[src/rtl/s38584_sel_pkg.sv]
// Shared constants, helpers and the default-width stage record for the
// s38584 select/capture bank family.
package s38584_sel_pkg;

  localparam logic [7:0] DEF_MATCH_VAL  = 8'h1C;
  localparam logic [7:0] DEF_MATCH_MASK = 8'hFF;
  localparam int         DEF_W          = 32'sd1;
  localparam int         DEF_CH_W       = 32'sd2;
  localparam int         DEF_SEL_W      = 32'sd8;

  function automatic int clog2(input int v);
    int r;
    int p;
    r = 32'sd0;
    p = 32'sd1;
    while (p < v) begin
      p = p * 32'sd2;
      r = r + 32'sd1;
    end
    return r;
  endfunction

  typedef struct packed {
    logic [DEF_CH_W-1:0]  ch;
    logic [DEF_SEL_W-1:0] sel;
    logic [DEF_W-1:0]     gsrc;
  } sel_stage_t;

endpackage

[src/rtl/s38584_sel_capture_bank_if.sv]
// Request bus of the capture bank: valid/ready plus target channel and select word.
interface s38584_sel_capture_bank_if #(
  parameter int CH_W  = 2,
  parameter int SEL_W = 8
);
  logic             req_valid;
  logic             req_ready;
  logic [CH_W-1:0]  req_ch;
  logic [SEL_W-1:0] req_sel;

  modport master (output req_valid, output req_ch, output req_sel, input req_ready);
  modport slave  (input req_valid, input req_ch, input req_sel, output req_ready);
endinterface

[src/rtl/s38584_sel_decode.sv]
// Combinational hold-match compare and gated source mux, shared by sibling cones.
module s38584_sel_decode
  import s38584_sel_pkg::*;
#(
  parameter int               W          = 1,
  parameter int               SEL_W      = 8,
  parameter int               N_SRC      = 4,
  parameter logic [SEL_W-1:0] MATCH_VAL  = SEL_W'(DEF_MATCH_VAL),
  parameter logic [SEL_W-1:0] MATCH_MASK = SEL_W'(DEF_MATCH_MASK)
) (
  input  logic [SEL_W-1:0]        i_cmp_sel,
  input  logic [clog2(N_SRC)-1:0] i_src_idx,
  input  logic [N_SRC*W-1:0]      i_src_data,
  input  logic [N_SRC-1:0]        i_src_gate,
  output logic                    o_match,
  output logic [W-1:0]            o_gsrc
);
  localparam int IDX_W = clog2(N_SRC);

  if (IDX_W > SEL_W) begin : g_bad_idx_w
    $error("s38584_sel_decode: source index needs more bits than the select word has");
  end

  assign o_match = ((i_cmp_sel & MATCH_MASK) == (MATCH_VAL & MATCH_MASK));

  // One-hot AND-OR mux: only the indexed source, qualified by its gate, survives.
  always_comb begin
    o_gsrc = {W{1'b0}};
    for (int s = 0; s < N_SRC; s++) begin
      o_gsrc = o_gsrc |
               (i_src_data[s*W +: W] & {W{i_src_gate[s] && (i_src_idx == IDX_W'(s))}});
    end
  end

endmodule

[src/rtl/s38584_sel_capture_bank.sv]
// Bank of N_CH registered W-bit channels fed through a one-deep request stage,
// with hold/zero/capture commit rules, a serial scan chain and a commit counter.
module s38584_sel_capture_bank
  import s38584_sel_pkg::*;
#(
  parameter int               W          = 1,
  parameter int               N_CH       = 4,
  parameter int               SEL_W      = 8,
  parameter int               N_SRC      = 4,
  parameter logic [SEL_W-1:0] MATCH_VAL  = SEL_W'(DEF_MATCH_VAL),
  parameter logic [SEL_W-1:0] MATCH_MASK = SEL_W'(DEF_MATCH_MASK)
) (
  input  logic                       CK,
  input  logic                       RST,
  input  logic                       en,
  s38584_sel_capture_bank_if.slave   req,
  input  logic [N_SRC*W-1:0]         src_data,
  input  logic [N_SRC-1:0]           src_gate,
  input  logic                       scan_en,
  input  logic                       scan_in,
  output logic                       scan_out,
  output logic [N_CH*W-1:0]          q,
  output logic [15:0]                upd_cnt
);
  localparam int CH_W  = clog2(N_CH);
  localparam int IDX_W = clog2(N_SRC);
  localparam int Q_W   = N_CH * W;

  typedef struct packed {
    logic [CH_W-1:0]  ch;
    logic [SEL_W-1:0] sel;
    logic [W-1:0]     gsrc;
  } stage_t;

  stage_t           r_stage;
  logic             r_stage_valid;
  logic [Q_W-1:0]   r_q;
  logic [15:0]      r_upd_cnt;

  logic             w_accept;
  logic             w_commit;
  logic             w_match;
  logic             w_hold;
  logic [W-1:0]     w_gsrc;
  logic [W-1:0]     w_cap;
  logic [Q_W-1:0]   w_q_next;

  // Scan freezes a full stage, so only an empty stage may accept while scanning.
  assign req.req_ready = !r_stage_valid || !scan_en;
  assign w_accept      = req.req_valid && req.req_ready;
  assign w_commit      = r_stage_valid && !scan_en;
  assign w_hold        = en && w_match;
  assign w_cap         = en ? r_stage.gsrc : {W{1'b0}};

  s38584_sel_decode #(
    .W          (W),
    .SEL_W      (SEL_W),
    .N_SRC      (N_SRC),
    .MATCH_VAL  (MATCH_VAL),
    .MATCH_MASK (MATCH_MASK)
  ) u_decode (
    .i_cmp_sel  (r_stage.sel),
    .i_src_idx  (req.req_sel[IDX_W-1:0]),
    .i_src_data (src_data),
    .i_src_gate (src_gate),
    .o_match    (w_match),
    .o_gsrc     (w_gsrc)
  );

  // Next channel contents: scan shift has priority, otherwise one-channel commit.
  always_comb begin
    w_q_next = r_q;
    if (scan_en) begin
      w_q_next = {r_q[Q_W-2:0], scan_in};
    end else begin
      for (int c = 0; c < N_CH; c++) begin
        if (w_commit && !w_hold && (r_stage.ch == CH_W'(c))) begin
          w_q_next[c*W +: W] = w_cap;
        end else begin
          w_q_next[c*W +: W] = r_q[c*W +: W];
        end
      end
    end
  end

  // Channel registers and commit counter.
  always_ff @(posedge CK) begin
    if (RST) begin
      r_q       <= {Q_W{1'b0}};
      r_upd_cnt <= 16'h0000;
    end else begin
      r_q <= w_q_next;
      if (w_commit) begin
        r_upd_cnt <= r_upd_cnt + 16'h0001;
      end else begin
        r_upd_cnt <= r_upd_cnt;
      end
    end
  end

  // Request stage: a new accept overwrites a committing entry in the same edge.
  always_ff @(posedge CK) begin
    if (RST) begin
      r_stage_valid <= 1'b0;
      r_stage       <= '0;
    end else if (w_accept) begin
      r_stage_valid <= 1'b1;
      r_stage.ch    <= req.req_ch;
      r_stage.sel   <= req.req_sel;
      r_stage.gsrc  <= w_gsrc;
    end else if (w_commit) begin
      r_stage_valid <= 1'b0;
    end else begin
      r_stage_valid <= r_stage_valid;
    end
  end

  assign q        = r_q;
  assign upd_cnt  = r_upd_cnt;
  assign scan_out = r_q[Q_W-1];

endmodule
[src/flat_wrapper.sv]
// flat-port wrapper written by rule: the top's interface ports become plain ports
module s38584_sel_capture_bank_flat import s38584_sel_pkg::*;
#(
  parameter int               W          = 1,
  parameter int               N_CH       = 4,
  parameter int               SEL_W      = 8,
  parameter int               N_SRC      = 4,
  parameter logic [SEL_W-1:0] MATCH_VAL  = SEL_W'(DEF_MATCH_VAL),
  parameter logic [SEL_W-1:0] MATCH_MASK = SEL_W'(DEF_MATCH_MASK)
)
  (CK, RST, en, src_data, src_gate, scan_en, scan_in, scan_out, q, upd_cnt, req_req_valid, req_req_ch, req_req_sel, req_req_ready);
  s38584_sel_capture_bank_if #(.SEL_W(SEL_W)) req_i ();
  input  logic CK;
  input  logic RST;
  input  logic en;
  input  logic [N_SRC*W-1:0] src_data;
  input  logic [N_SRC-1:0] src_gate;
  input  logic scan_en;
  input  logic scan_in;
  output logic scan_out;
  output logic [N_CH*W-1:0] q;
  output logic [15:0] upd_cnt;
  input wire logic [$bits(req_i.req_valid)-1:0] req_req_valid;
  input wire logic [$bits(req_i.req_ch)-1:0] req_req_ch;
  input wire logic [$bits(req_i.req_sel)-1:0] req_req_sel;
  output wire logic [$bits(req_i.req_ready)-1:0] req_req_ready;
  assign req_i.req_valid = req_req_valid;
  assign req_i.req_ch = req_req_ch;
  assign req_i.req_sel = req_req_sel;
  assign req_req_ready = req_i.req_ready;
  s38584_sel_capture_bank #(.W(W), .N_CH(N_CH), .SEL_W(SEL_W), .N_SRC(N_SRC), .MATCH_VAL(MATCH_VAL), .MATCH_MASK(MATCH_MASK)) u_core (.CK(CK), .RST(RST), .en(en), .req(req_i), .src_data(src_data), .src_gate(src_gate), .scan_en(scan_en), .scan_in(scan_in), .scan_out(scan_out), .q(q), .upd_cnt(upd_cnt));
endmodule
[config.mk]
export PLATFORM = sky130hd
export DESIGN_NAME = s38584_sel_capture_bank_flat
export DESIGN_NICKNAME = d
export VERILOG_FILES = /design/src/rtl/s38584_sel_pkg.sv /design/src/rtl/s38584_sel_capture_bank_if.sv /design/src/rtl/s38584_sel_decode.sv /design/src/rtl/s38584_sel_capture_bank.sv /design/src/flat_wrapper.sv
export SDC_FILE = /design/constraint.sdc
export NUM_CORES = 1
export LEC_CHECK = 0
export ABC_CLOCK_PERIOD_IN_PS = 2500
export CORE_MARGIN = 2
export CORE_UTILIZATION = 25
export CTS_CLUSTER_DIAMETER = 150
export DETAILED_ROUTE_END_ITERATION = 10
export GPL_ROUTABILITY_DRIVEN = 0
export GPL_TIMING_DRIVEN = 0
export PLACE_DENSITY_LB_ADDON = 0.25
export SETUP_SLACK_MARGIN = 0.15
export SLEW_MARGIN = 20
export SYNTH_ARGS = -nofsm -noshare
export SYNTH_HDL_FRONTEND = slang
export SYNTH_HIERARCHICAL = 1
export SYNTH_SLANG_ARGS = --single-unit
export TNS_END_PERCENT = 1
[constraint.sdc]
create_clock -name CK -period 2.5 [get_ports CK]
set_clock_uncertainty 0.15 [all_clocks]
set_input_delay 0.375 -clock CK [delete_from_list [all_inputs] [get_ports CK]]
set_output_delay 0.375 -clock CK [all_outputs]
set_load 0.1 [all_outputs]
# ---- Yosys cells after proc, flatten, opt, wreduce, memory -nomap -nowiden
# Cells that the tools add are included.
dict set report classes {
  add_sub_neg 1
  eq_ne 7
  mux 8
  bitwise 7
  reduce_logical 23
}
# cell n
set ops {}
lappend ops {{adder 16 x 1 -> 16 bit (second input constant)} 1}
lappend ops {{logical AND 1 bit} 12}
lappend ops {{nonzero test 2 bit} 5}
lappend ops {{== test 2 bit (second input constant)} 4}
lappend ops {{== test 8 x 5 -> 1 bit (second input constant)} 1}
lappend ops {{two-way mux 1 bit} 7}
lappend ops {{AND 1 bit} 4}
lappend ops {{== test 2 x 1 -> 1 bit (second input constant)} 2}
lappend ops {{zero test 2 bit} 2}
lappend ops {{two-way mux 4 bit} 1}
lappend ops {{zero test 1 bit} 3}
lappend ops {{bitwise OR 1 bit} 3}
lappend ops {{logical OR 1 bit} 1}
dict set report word_totals {
  reg_bits 32
  out_inout_bits 22
}

# ---- Depth between registers and ports, before layout
dict set report depth {
  ltp_word 7
  ltp_mapped 6
}

# ---- Hierarchy
# Netlist, hierarchy kept.
# module instances cells_per_inst area_each_um2 seq_area_each_um2
set by_module_without_submodules {}
lappend by_module_without_submodules {s38584_sel_capture_bank 1 166 1393.8 640.6}
lappend by_module_without_submodules {s38584_sel_decode 1 8 73.8 0.0}

# ---- Worst setup path before layout
# Ideal clock, no wire load.
dict set report synth_timing {
  kind {register to register}
  from {register u_core.r_upd_cnt[0] (netlist: u_core/upd_cnt[0])}
  to {register u_core.r_upd_cnt[14] (netlist: u_core/upd_cnt[14])}
  setup_time_ns 0.128
  arrival_time_ns 2.010
  t_required_ns 2.222
  path_slack_ns 0.213
  path_stages_with_launch 6
  path_buffers 0
  period_less_slack_ns 2.287
  path_cell_list {dfxtp_1 > ha_1 > nand4b_1 > nor4_2 > xnor2_1 > nor2_1}
}
dict set report synth_via {
  elab_chain_len 1
}
# item line
set synth_rtl {}
lappend synth_rtl {{start, declared} s38584_sel_capture_bank.sv:38} ;# logic [15:0] r_upd_cnt;
lappend synth_rtl {{start signal, assigned} s38584_sel_capture_bank.sv:94} ;# r_upd_cnt <= r_upd_cnt + 16'h0001;
lappend synth_rtl {{start signal, assigned} s38584_sel_capture_bank.sv:96} ;# r_upd_cnt <= r_upd_cnt;
lappend synth_rtl {{adder 16 x 1 -> 16 bit} s38584_sel_capture_bank.sv:94}
# Every way passes these cells.
# A chain may end at the register's enable or synchronous reset.

# ---- Worst setup path after layout
dict set report layout_timing {
  from {register u_core.r_upd_cnt[2] (netlist: u_core/upd_cnt[2])}
  to {output upd_cnt[2]}
}
# item line
set layout_rtl {}
lappend layout_rtl {{end, declared} flat_wrapper.sv:22} ;# output logic [15:0] upd_cnt;
# No word-level cell between the ends.

==> qor.yml <==
ctsHtreeMaxLevel: 2
placementRows: 27
clk_latency_ns: 0.28
syn_inst: 174
hold_buffers: 0
register_area_sq_um: 641
period_needed_ns: 2.41
path_cells: "clkdlybuf4s50_1"
synthTopCellsByArea: "dfxtp_1 (44%), nand2_1 (8.4%), xnor2_1 (6.0%)"
dieHeight_um: 80.6
synth_top_area_share: 0.436
num_vias: 1345
arrival_ns: 1.89
initial_core_util: 0.263
multiInputGateArea_sq_um: 759
dr.pass1.iters: 4
cp_data_required_time_ns: 1.98
path_clk_slew_ns: 0.06
n_antenna_cell: 0
end_kind: "output port"
crit_family: "buffers and inverters"
relSlewSlack: 0.351
core_area_sq_um: 5570
grtUsageTotal: 0.122
fin_hold_ws_ns: 0.235
rsz0062_at_grt: "yes"
whs_path_depth: 2
path_buf_inv: 1
max_stage_delay_ns: 1.17
dp_hpwl_mm: 2.58
synth_ff_type: "dfxtp_1"
finalWorstSetupSlack_ns: 0.0854
syn-num-nets: 199
area_delta_synth_final_pct: 42.3
antenna_found_initial: 0
grt_max_degree: 11
fill_cells: 615
final_core_util: 0.375
dpl_worst_slack_ns: -0.189
cp.depth: 1
dpl_cell_area_sq_um: 2000
grt_pass1_wl_mm: 6.03
status: "finished, final reports clean"
drc: 0
antenna_left: 0
final_common_cell: "clkdlybuf4s50_1"
routed_wl_mm: 3.40
drv_cap: 0
period_share: 0.966
die_area_sq_um: 6500
p_leak_nw: 0.710
async_reset_ff_frac: 0
clkSinkCount: 32
final_nets: 250
cts_tree: "done"
worstRegToRegCells: 6
timing.fmax_mhz: 414
cts_buffers: 5
cp-start-kind: "flop"
synth.distinct_cells: 30
yosysTopAreaCell: "dfxtp_1"
grt_pass1_vias: 1348
setup_viol: 0
worst_ir_drop_vdd_v: 0.000200
final_area_sq_um: 2090
viasPerCell: 4.51
cts-root-buf: "clkbuf_8"
tightest_slew_ns: 0.970
slowest_stage: "clkdlybuf4s50_1"
yosysSeqAreaShare: 0.436
layout_common_cells: "clkdlybuf4s50_1 (41), nand2_1 (33), dfxtp_1 (32), nor2_1 (21), a21oi_1 (15)"
syn_area_sq_um: 1470
ios: 46
cp_max_fo: 5
die_w_um: 80.6
cts_max_path_buffers: 2
hp-class: "primary input to flop"
portBuffers: 44
hold_violations: 0
power_density_nw_per_um2: 516
yosys_warnings: 6
wl_per_cell_um: 11.4
grt_overflow: 0
drive_gt1_frac: 0.0752
synth-seq-cells: 32
worst-setup-path-type: "flop to output port"
maxSlewViolCount: 0
avgSynthCellArea_sq_um: 8.43
synth_edf_count: 0
fin_setup_tns_ns: 0
drt_iter0_drc: 71
[cells in the mapped netlist (2+ instances only)]
library cell / count
a21oi_1: 15
a221oi_1: 3
a311oi_1: 3
and2_0: 4
buf_4: 2
clkbuf_1: 7
dfxtp_1: 32
inv_1: 7
nand2_1: 33
nand3_1: 2
nand4_1: 5
nor2_1: 21
nor2b_1: 4
nor3_1: 5
nor4_1: 2
nor4_2: 4
xnor2_1: 10
xor2_1: 3
[stage by stage]
stage          total power, W  std cells
5_1_grt               0.00113        298
3_3_place_gp         0.000681        290
2_1_floorplan        0.000623        174
3_5_place_dp         0.000682        290
4_1_cts               0.00110        298
6_report              0.00108        298
[what timing repair did]
action                                  4_1_cts  5_1_grt
buffers inserted                              0        0
endpoints found under the setup margin       16       21
gates resized for setup                       2        1
pin swaps                                     0        0
cloned                                        0        0
[per-layer routing]
layer | up-vias | GRT usage | wire [um]
met5 | - | 0 | 0
met4 | 0 | 0.0593 | 72
met3 | 6 | 0.0393 | 165
met2 | 36 | 0.198 | 1570
met1 | 612 | 0.145 | 1590
li1 | 691 | - | -
[state kept, by name (all words and copies together) (netlist names)]
signal,cells
u_core/q,4
u_core/r_stage_valid,1
u_core/upd_cnt,16
u_core/r_stage,11
[report_power, final]
| group | leakage, nW | total [W] | switching (W) | internal (W) |
|---|---|---|---|---|
| registers | 0.260 | 0.000534 | 0.0000100 | 0.000524 |
| logic | 0.404 | 0.000134 | 0.0000744 | 0.0000592 |
| clock network | 0.0455 | 0.000410 | 0.000186 | 0.000224 |
| total | 0.710 | 0.00108 | 0.000270 | 0.000808 |
[logic make-up after synthesis]
logic type,Yosys count,synth area share
compound gates,23,0.0989
xor+xnor,13,0.0776
fa+ha+maj,1,0.00852
buf+inv,16,0.0460
flops,32,0.436
mux,2,0.0230
simple gates,87,0.309
[path summary, 6_finish.rpt]
path | from | endpoint | slack, ns
setup reg to reg | u_core/r_stage[2] | u_core/q[1] | 0.58
setup / recovery | u_core/upd_cnt[2] | upd_cnt[2] | 0.09
hold reg to reg | u_core/r_stage[4] | u_core/r_stage[4] | 0.31
hold / removal | RST | u_core/r_stage[1] | 0.23
[cell type report]
| type | count | share of cell area |
|---|---|---|
| Buffer | 9 | 0.0198 |
| Sequential cell | 32 | 0.307 |
| Clock buffer | 8 | 0.0431 |
| Multi-Input combinational cell | 126 | 0.364 |
| Tap cell | 72 | 0.0431 |
| Inverter | 7 | 0.0126 |
| Timing Repair Buffer | 44 | 0.211 |
Power figures use the tool's default switching activity.
